$ cat src/rtl/aes_shiftrows.sv
// ---------------------------------------------------------------------------
// aes_shiftrows
//   AES ShiftRows stage for one 128-bit state, with a single pipeline register.
//   It sits between SubBytes and MixColumns in the round datapath. A valid flag
//   travels with the data. There is no backpressure.
//
//   Byte b0 is i_block[127:120] and b15 is i_block[7:0]. The state is
//   column-major, so byte 4c+r is column c, row r. In the forward transform,
//   row r rotates left by r.
//
// Ports
//   clk      in   1    rising-edge clock
//   rst      in   1    synchronous, active-high reset (takes priority over i_valid)
//   i_valid  in   1    i_block carries a valid state this cycle
//   i_block  in   128  input state
//   i_inv    in   1    present only with SHIFTROWS_INV_EN; 1 selects InvShiftRows
//   o_valid  out  1    registered copy of i_valid
//   o_block  out  128  registered shifted state; holds its value while i_valid=0
//
// Configuration macro: SHIFTROWS_INV_EN
//   When defined, the i_inv port exists and InvShiftRows is available.
//   When undefined, the block performs the forward transform only.
// ---------------------------------------------------------------------------
module aes_shiftrows (
  input  logic         clk,
  input  logic         rst,
  input  logic         i_valid,
  input  logic [127:0] i_block,
`ifdef SHIFTROWS_INV_EN
  input  logic         i_inv,
`endif
  output logic         o_valid,
  output logic [127:0] o_block
);

  logic [127:0] fwd_block;
`ifdef SHIFTROWS_INV_EN
  logic [127:0] inv_block;
`endif
  logic [127:0] shifted_next;
  logic         valid_reg;
  logic [127:0] block_reg;

  // Pure byte permutation. Output byte gi (column c, row r) comes from input
  // column (c+r) mod 4 in the forward direction. In the inverse direction it
  // comes from input column (c-r) mod 4. Row r is unchanged.
  genvar gi;
  generate
    for (gi = 0; gi < 16; gi++) begin : g_byte
      localparam int COL     = gi / 4;
      localparam int ROW     = gi % 4;
      localparam int FWD_SRC = 4 * ((COL + ROW) % 4) + ROW;
      assign fwd_block[127 - 8*gi -: 8] = i_block[127 - 8*FWD_SRC -: 8];
`ifdef SHIFTROWS_INV_EN
      localparam int INV_SRC = 4 * ((COL + 4 - ROW) % 4) + ROW;
      assign inv_block[127 - 8*gi -: 8] = i_block[127 - 8*INV_SRC -: 8];
`endif
    end
  endgenerate

`ifdef SHIFTROWS_INV_EN
  assign shifted_next = i_inv ? inv_block : fwd_block;
`else
  assign shifted_next = fwd_block;
`endif

  // o_valid follows i_valid every cycle.
  // The data register loads only when i_valid is 1.
  always_ff @(posedge clk) begin
    if (rst) begin
      valid_reg <= 1'b0;
      block_reg <= 128'h0;
    end else begin
      valid_reg <= i_valid;
      if (i_valid) begin
        block_reg <= shifted_next;
      end
    end
  end

  assign o_valid = valid_reg;
  assign o_block = block_reg;

endmodule

$ cat config.mk
export PLATFORM = sky130hd
export DESIGN_NAME = aes_shiftrows
export DESIGN_NICKNAME = d
export VERILOG_FILES = /design/src/rtl/aes_shiftrows.sv
export SDC_FILE = /design/constraint.sdc
export NUM_CORES = 1
export LEC_CHECK = 0
export ABC_AREA = 1
export ABC_CLOCK_PERIOD_IN_PS = 1100
export BUFFER_PORTS_ARGS = -buffer_cell sky130_fd_sc_hd__buf_2
export CORE_MARGIN = 5
export CORE_UTILIZATION = 46
export CTS_CLUSTER_DIAMETER = 30
export CTS_CLUSTER_SIZE = 14
export DETAILED_ROUTE_END_ITERATION = 7
export GPL_ROUTABILITY_DRIVEN = 1
export PLACE_DENSITY = 0.82
export SYNTH_ARGS = -nofsm -noshare
export SYNTH_HDL_FRONTEND = slang
export SYNTH_SLANG_ARGS = --single-unit
$ cat constraint.sdc
create_clock -name clk -period 1.1 [get_ports clk]
set_clock_uncertainty 0.1 [all_clocks]
set_input_delay 0.165 -clock clk [delete_from_list [all_inputs] [get_ports clk]]
set_output_delay 0.165 -clock clk [all_outputs]
set_load 0.05 [all_outputs]
==> flow_summary.ini, run 1 <==
[detailed_routing]
vias = 7558
viasPerCell = 5.383
drc = 0
final_antenna_net_count = 0
dr.first_iter.drc_count = 983
routed_wl_mm = 29.79
drtPass1Iterations = 6
wl_per_cell_um = 21.22

[yosys]
syn-num-nets = 946
synth_top_family_by_area = simple AND/OR/NAND/NOR gates
synth-warning-count = 0
synth-seq-cells = 129
yosys.area_share.simple = 0.3583
synthMuxAreaShare = 0
synth_cell_types = 7
ys_seq_area_frac = 0.4806
synthAdderAreaFrac = 0
synth-compound-area-share = 0
syn_avg_cell_area_um2 = 6.594
netlist_instances = 815
syn_area_um2 = 5374
synth_xor_area_frac = 0

[power]
vdd_drop_max_uv = 1162
power_density_nw_per_um2 = 1485
p_sw_frac = 0.3259
power_frac_clock = 0.377
p_leak_uw = 0.005610
p_seq_frac = 0.351
power.switching_uw = 5033
p_int_uw = 10410
combinationalPowerShare = 0.272

[worst_hold_path]
hold_path.class = in -> reg
min_to = o_block[127]
min_from = i_valid
min_delay_path_depth = 4

[critical_path]
start_kind = register
r2r-start = o_block[75]
worstPathArrival_ps = 970
crit_slowest_cell = dfxtp_2
crit_chain = buf_8
path_max_fanout = 2
critPathCaptureType = primary output
cpLargestDelayFamily = flip-flops
r2r_slack_ps = 110
crit_buf_inv = 1
r2r.worst_path.cells = 3
regToRegEndpoint = o_block[75]
worstPathRequired_ps = 830
max_stage_delay_ps = 380
crit_type = reg -> out

[timing]
period_share = 1.124
hold_viol = 0
tightest_slew_ps = 337.0
slew_viol_final = 0
whs_ps = 89.23
fin_setup_tns_ps = -11970
fin_ws_ps = -136.8
min_period_ps = 1237
rsz0062_at_grt = yes
setup_viol_count_final = 129
fmax_mhz = 808.5
worst_slew_margin_rel = 0.7745

[global_routing]
grt_pass1_vias = 7559
grt-ovfl-total = 0
grt_antenna_before_repair = 4
grt_first_pass_wirelength_mm = 39.23
grt_start_max_net_pins = 58
grt_use_total = 0.3534

[floorplan]
core_region_area_um2 = 11420
rows = 39
die_h_um = 118.1
start_util = 0.4706
pin_count = 260
die_area_um2 = 13940
die_w_um = 118.1

[finish]
drive_gt1_frac = 0.3833
regArea_um2 = 2771
fin_nets = 1373
multiInputGateArea_um2 = 1926
n_fill_cell = 401
post-route-util = 0.9111
area_growth_pct = 93.60

[clock_network]
clock_sinks = 129
cts-buffers-inserted = 17
insertion_delay_ps = 420
clock_path_buffers = 2
h-tree-depth = 4
clk_pin_slew_ps = 70
cts_root_buf = clkbuf_16
cts_tree = yes

[job]
max_cap_viol_count = 0

[placed_design]
gp_congestion = 0.8057
numPortBuffers = 259
place_hpwl_mm = 9.722
pre_cts_slack_ps = 75.24

[status]
violations = negative setup slack
status = complete, but fails checks
==> kinds of logic (layout without fill, tap and decap cells) <==
logic type | Yosys count | count (layout)
other cells | 0 | 6
buf+inv | 173 | 613
simple gates | 513 | 513
flops | 129 | 129
==> state kept, by name (all words and copies together) (netlist names) <==
signal	cells
o_block	128
o_valid	1
==> per-layer routing <==
| metal | routed length (um) | track usage | share of wire | up-vias |
|---|---|---|---|---|
| met5 | 0 | 0 | 0 | - |
| li1 | - | - | - | 3159 |
| met1 | 9439 | 0.3442 | 0.32 | 3408 |
| met3 | 3544 | 0.1240 | 0.12 | 235 |
| met4 | 2609 | 0.2789 | 0.088 | 0 |
| met2 | 14190 | 0.6023 | 0.48 | 756 |
==> Yosys cell counts (all sizes together) <==
library cell / count / area (um^2)
dfxtp: 129 / 2582
inv: 130 / 488.0
buf: 43 / 377.9
nand2: 256 / 960.9
nor2: 257 / 964.7
==> per-stage QoR <==
stage | std cells | cell area, um^2 | power (uW)
finish | 1404 | 10400 | 15450
global route | 1402 | 10400 | 15800
CTS | 1357 | 9946 | 14570
detailed placement | 1190 | 6674 | 7879
global placement | 1190 | 6674 | 7843
floorplan | 815 | 5374 | 7206
==> worst max-delay path by stage <==
| stage | start | end | slack [ps] | cells past startpoint |
|---|---|---|---|---|
| 3_5_place_dp | rst | o_block[62] | 80 | 5 |
| 6_report | o_block[120] | o_block[120] | -140 | 1 |
| 2_1_floorplan | o_block[125] | o_block[125] | 140 | 2 |
| 3_3_place_gp | i_valid | o_block[49] | 110 | 5 |
| 5_1_grt | o_block[120] | o_block[120] | -150 | 1 |
| 4_1_cts | o_block[70] | o_block[70] | -100 | 1 |
==> area by class of cell <==
class / count / area share
clock buffer: 23 / 0.04690
timing repair buffer: 451 / 0.4259
clock inverter: 9 / 0.01010
inverter: 130 / 0.04702
antenna: 6 / 0.001443
multi-input combinational: 513 / 0.1851
tap: 143 / 0.01720
sequential: 129 / 0.2664
==> layout by cell type, fill, tap and decap left out, drive strengths merged <==
cell type,netlist,routed
inv,130,129
nor2,257,257
dfxtp,129,129
diode,0,6
bufinv,0,2
clkinv,0,4
nand2,256,256
dlygate4sd3,0,130
buf,43,321
clkinvlp,0,4
clkbuf,0,23
==> repair_timing <==
item	4_1_cts	5_1_grt
resized for setup	486	39
buffers inserted	5	41
hold buffers	130	0
endpoints found under the hold margin	129	0
endpoints found under the setup margin	129	129
==> power by group through the flow <==
stage          Clock [uW]  Combinational, uW  Sequential, uW
4_1_cts              5630               3580            5350
2_1_floorplan           0                817            6390
5_1_grt              6030               4340            5440
6_report             5830               4200            5420
3_5_place_dp            0               2620            5250
3_3_place_gp            0               2600            5250
No activity file was read; power rests on OpenSTA's default activity.
==> run 2, diff against run 1 <==
- ABC_AREA: 1 -> 0
- CORE_UTILIZATION: 46 -> 44
==> run 2 against run 1 <==
The flow still finishes with violations (negative setup slack). Clock power rose by 6.9%. Synthesized cell count fell by 49%. Count of clock-buffer cells in the layout fell by 2. Flip-flop and latch count did not move. Final cell count fell by 29%. Critical path depth did not move. Die area fell by 8.4%. Combinational power fell by 16%. Largest cell class unchanged. Highest routed layer unchanged.
==> flow_summary.ini, run 2 <==
[detailed_routing]
final_antenna_net_count = 0
drtPass1Iterations = 5
viasPerCell = 5.375
wl_per_cell_um = 26.01
routed_wl_mm = 26.04
vias = 5380
drc = 0
dr.first_iter.drc_count = 451

[timing]
setup_viol_count_final = 132
worst_slew_margin_rel = 0.7910
tightest_slew_ps = 304.7
rsz0062_at_grt = yes
fin_setup_tns_ps = -23980
period_share = 1.201
slew_viol_final = 0
fmax_mhz = 757.1
hold_viol = 0
min_period_ps = 1321
fin_ws_ps = -220.9
whs_ps = 64.31

[power]
p_leak_uw = 0.004703
vdd_drop_max_uv = 1313
combinationalPowerShare = 0.234
p_sw_frac = 0.3032
power_density_nw_per_um2 = 1551
power_frac_clock = 0.413
p_int_uw = 10500
power.switching_uw = 4570
p_seq_frac = 0.353

[critical_path]
critPathCaptureType = primary output
start_kind = register
worstPathRequired_ps = 830
crit_buf_inv = 1
max_stage_delay_ps = 380
crit_chain = buf_8
crit_slowest_cell = dfxtp_2
path_max_fanout = 2
cpLargestDelayFamily = flip-flops
worstPathArrival_ps = 1060
crit_type = reg -> out

[clock_network]
cts_tree = yes
clock_path_buffers = 2
clock_sinks = 129
h-tree-depth = 4
cts_root_buf = clkbuf_8
cts-buffers-inserted = 17
insertion_delay_ps = 510
clk_pin_slew_ps = 70

[worst_hold_path]
hold_path.class = in -> reg

[floorplan]
pin_count = 260
die_area_um2 = 12770
die_w_um = 113.0
core_region_area_um2 = 10320
start_util = 0.4521
die_h_um = 113.0
rows = 37

[placed_design]
place_area_um2 = 6011
pre_cts_slack_ps = -4.588
gp_congestion = 0.8338
numPortBuffers = 259
place_hpwl_mm = 9.208

[finish]
largest_register_ffs = 128
final_common_cell = dlygate4sd3_1
finish.instance_area_um2 = 9714
drive_gt1_frac = 0.5532
fin_nets = 982
final_cell_mix = 129 x dlygate4sd3_1, 128 x mux2i_1, 128 x buf_2, 127 x nor2_1, 123 x buf_8
post-route-util = 0.9410
area_growth_pct = 108.2

[global_routing]
grt_pass1_vias = 5668
grt_use_total = 0.3381
grt_first_pass_wirelength_mm = 32.75
grt_antenna_before_repair = 1
grt_start_max_net_pins = 55
grt-ovfl-total = 0

[yosys]
yosysTopAreaCell = dfxtp_1
synth-edff-count = 0
syn_avg_cell_area_um2 = 11.25
yosys-top-cells-area = dfxtp_1 55%, mux2i_1 27%, nor2_1 10%
async_reset_ff_frac = 0
syn_area_um2 = 4667
synthTopCellsByCount = 129 x dfxtp_1, 128 x mux2i_1, 128 x nor2_1
syn-num-nets = 546
yosysMostFrequentCell = dfxtp_1
synth-warning-count = 0
synth-seq-cells = 129
ys_seq_area_frac = 0.5534
synth_flop_cell = dfxtp_1
netlist_instances = 415
synth_top_cell_area_share = 0.5534
synth_cell_types = 10

[status]
violations = negative setup slack
status = complete, but fails checks

[job]
max_cap_viol_count = 0
run 2: what timing repair did:
action	4_1_cts	5_1_grt
setup endpoints to repair	129	130
gates resized for setup	489	37
hold buffers	129	0
setup buffers	7	33
hold endpoints to repair	128	0
run 2: power groups by stage:
stage	clock [uW]	combinational, uW	sequential [uW]
floorplan	0	643	6150
global placement	0	2170	5180
detailed placement	0	2210	5190
CTS	6000	3090	5260
global route	6420	3610	5330
finish	6230	3530	5320
run 2: layer usage:
metal / track usage / vias up / part of all wire
met3: 0.1016 / 149 / 0.075
li1: - / 2237 / -
met1: 0.3250 / 2579 / 0.33
met5: 0 / - / 0
met2: 0.6173 / 415 / 0.51
met4: 0.2268 / 0 / 0.079
run 2: cell families after synthesis:
| logic type | after synthesis | synth area share |
|---|---|---|
| flip-flops | 129 | 0.5534 |
| AND/OR/NAND/NOR | 129 | 0.1043 |
| multiplexers | 128 | 0.2745 |
| buffers and inverters | 29 | 0.06783 |
run 2: area by class of cell:
cell class / count / area (um^2)
diodes: 1 / 2.502
flip-flops and latches: 129 / 2776
repair buffers: 446 / 4359
clock buffers: 21 / 459.2
fillers: 284 / 609.3
well taps: 136 / 170.2
clock inverters: 11 / 176.4
multi-input cells: 257 / 1770
run 2: path summary, 6_finish.rpt:
path	startpoint	to	slack (ps)	depth (start not counted)
worst max register to register	o_block[59]	o_block[59]	-10	4
worst min register to register	o_block[23]	o_block[23]	420	2
worst min-delay path	i_valid	o_valid	60	3
worst max-delay path	o_block[112]	o_block[112]	-220	1
run 2: through the flow:
stage / instances / power (uW)
after CTS: 967 / 14350
final: 1001 / 15070
after floorplan: 415 / 6797
after global placement: 799 / 7343
after detailed placement: 799 / 7399
after global routing: 1001 / 15360
==> run 3, diff against run 2 <==
- PLACE_DENSITY: 0.82 -> 0.8
- RECOVER_POWER: default -> 25
==> run 3 against run 2 <==
The run still ends with negative setup slack left. Critical endpoint is now o_block[63]. Die area stayed put. Core utilization down 0.57 points. Flip-flop and latch count did not move. Sequential power hardly changed. First-iteration DRC count is 24% lower. Routed wire length is 14% lower.
==> flow_summary.ini, run 3 (synthesis results as in run 2) <==
[clock_network]
h-tree-depth = 4
clk_pin_slew_ps = 70
clock_path_buffers = 2
cts_tree = yes
clock_sinks = 129
cts-buffers-inserted = 17
insertion_delay_ps = 500
cts_root_buf = clkbuf_8

[power]
power_density_nw_per_um2 = 1556
power_uw = 15030
vdd_drop_max_uv = 1539
p_leak_uw = 0.004677

[critical_path]
crit_chain = buf_8
worstPathRequired_ps = 830
crit_buf_inv = 1
max_stage_delay_ps = 380
worstPathArrival_ps = 1040
r2r-start = o_block[84]
path_max_fanout = 2
cpLargestDelayFamily = flip-flops
start_kind = register
cp-startpoint = o_block[63]
crit_type = reg -> out
crit_slowest_cell = dfxtp_2
critPathCaptureType = primary output

[placed_design]
numPortBuffers = 259
place_hpwl_mm = 8.868
gp_congestion = 0.8292
place_inst = 792

[timing]
fin_ws_ps = -207.6
worst_slew_margin_rel = 0.4649
min_period_ps = 1308
setup_viol_count_final = 130
rsz0062_at_grt = yes
fin_setup_tns_ps = -21760
fmax_mhz = 764.7
period_share = 1.189
hold_viol = 0
tightest_slew_ps = 802.6
slew_viol_final = 0

[global_routing]
grt_start_max_net_pins = 74
grt-ovfl-total = 0
grt_use_total = 0.3002
grt_first_pass_wirelength_mm = 29.80
grt_antenna_before_repair = 2
grt_pass1_vias = 5414

[detailed_routing]
drc = 0
vias = 5101
routed_wl_mm = 22.49
drtPass1Iterations = 5
dr.first_iter.drc_count = 343
final_antenna_net_count = 0
viasPerCell = 5.132
wl_per_cell_um = 22.63

[floorplan]
die_w_um = 113.0
die_area_um2 = 12770
die_h_um = 113.0
start_util = 0.4521
core_region_area_um2 = 10320
pin_count = 260
rows = 37

[status]
violations = negative setup slack
status = complete, but fails checks

[worst_hold_path]
min_from = rst
hold_path.class = in -> reg

[finish]
fin_nets = 974
final_cells = 994
area_growth_pct = 106.9
drive_gt1_frac = 0.5479
final_cell_mix = 129 x dlygate4sd3_1, 128 x mux2i_1, 128 x nor2_1, 128 x buf_2
largest_register_ffs = 128
final_common_cell = dlygate4sd3_1

[job]
max_cap_viol_count = 0
[run 3: cell count changes in the layout (fill, tap and decap cells not counted), moves of 2 or more]
cell,change
buf_4,-9
buf_6,-2
clkinv_4,+3
clkinvlp_4,-2
dfxtp_2,+8
dfxtp_4,-8
inv_6,-2
[run 3: worst register-to-register path, cell delays in order, from the launching register on]
cell and delay, ps:
dfxtp_4 350, buf_4 130, buf_4 130, mux2i_1 210
nor2_1 100
[run 3: worst paths after layout]
| check | slack [ps] | endpoint | cells past startpoint |
|---|---|---|---|
| hold / removal | 20 | o_block[18] | 3 |
| hold reg to reg | 410 | o_block[20] | 2 |
| setup / recovery | -210 | o_block[63] | 1 |
| setup reg to reg | -80 | o_block[84] | 4 |
[run 3: routing by layer]
metal,GRT usage,share of wire,vias to the layer above
met5,0,0,-
met4,0.1643,0.062,0
met3,0.09358,0.086,100
met2,0.5399,0.52,355
met1,0.3089,0.34,2417
li1,-,-,2229
[run 3: what timing repair did]
item | CTS | global route
resized for setup | 489 | 31
hold buffers | 129 | 0
buffers inserted | 8 | 31
setup endpoints to repair | 129 | 129
hold endpoints to repair | 128 | 0
[run 3: power by group]
group          internal, uW  switching, uW
clock network          4110           2190
logic                  1590           1830
registers              5010            296
[run 3: area by class of cell]
cell class              count  area [um^2]
diodes                      2        5.005
clock buffers              20        455.4
clock inverters            12        205.2
fillers                   297        668.1
multi-input cells         257         1768
flip-flops and latches    129         2756
well taps                 136        170.2
repair buffers            438         4295
[run 3: through the flow]
| stage | cell area, um^2 | util | hold WS, ps | worst slack, ps |
|---|---|---|---|---|
| floorplan | 4667 | - | 212.2 | 75.26 |
| global placement | 5958 | 0.5771 | 297.1 | 21.07 |
| detailed placement | 5958 | 0.5771 | 306.9 | -47.34 |
| CTS | 9321 | 0.9029 | 1.500 | -214.9 |
| global route | 9656 | 0.9353 | 34.86 | -227.2 |
| finish | 9656 | 0.9353 | 23.35 | -207.6 |
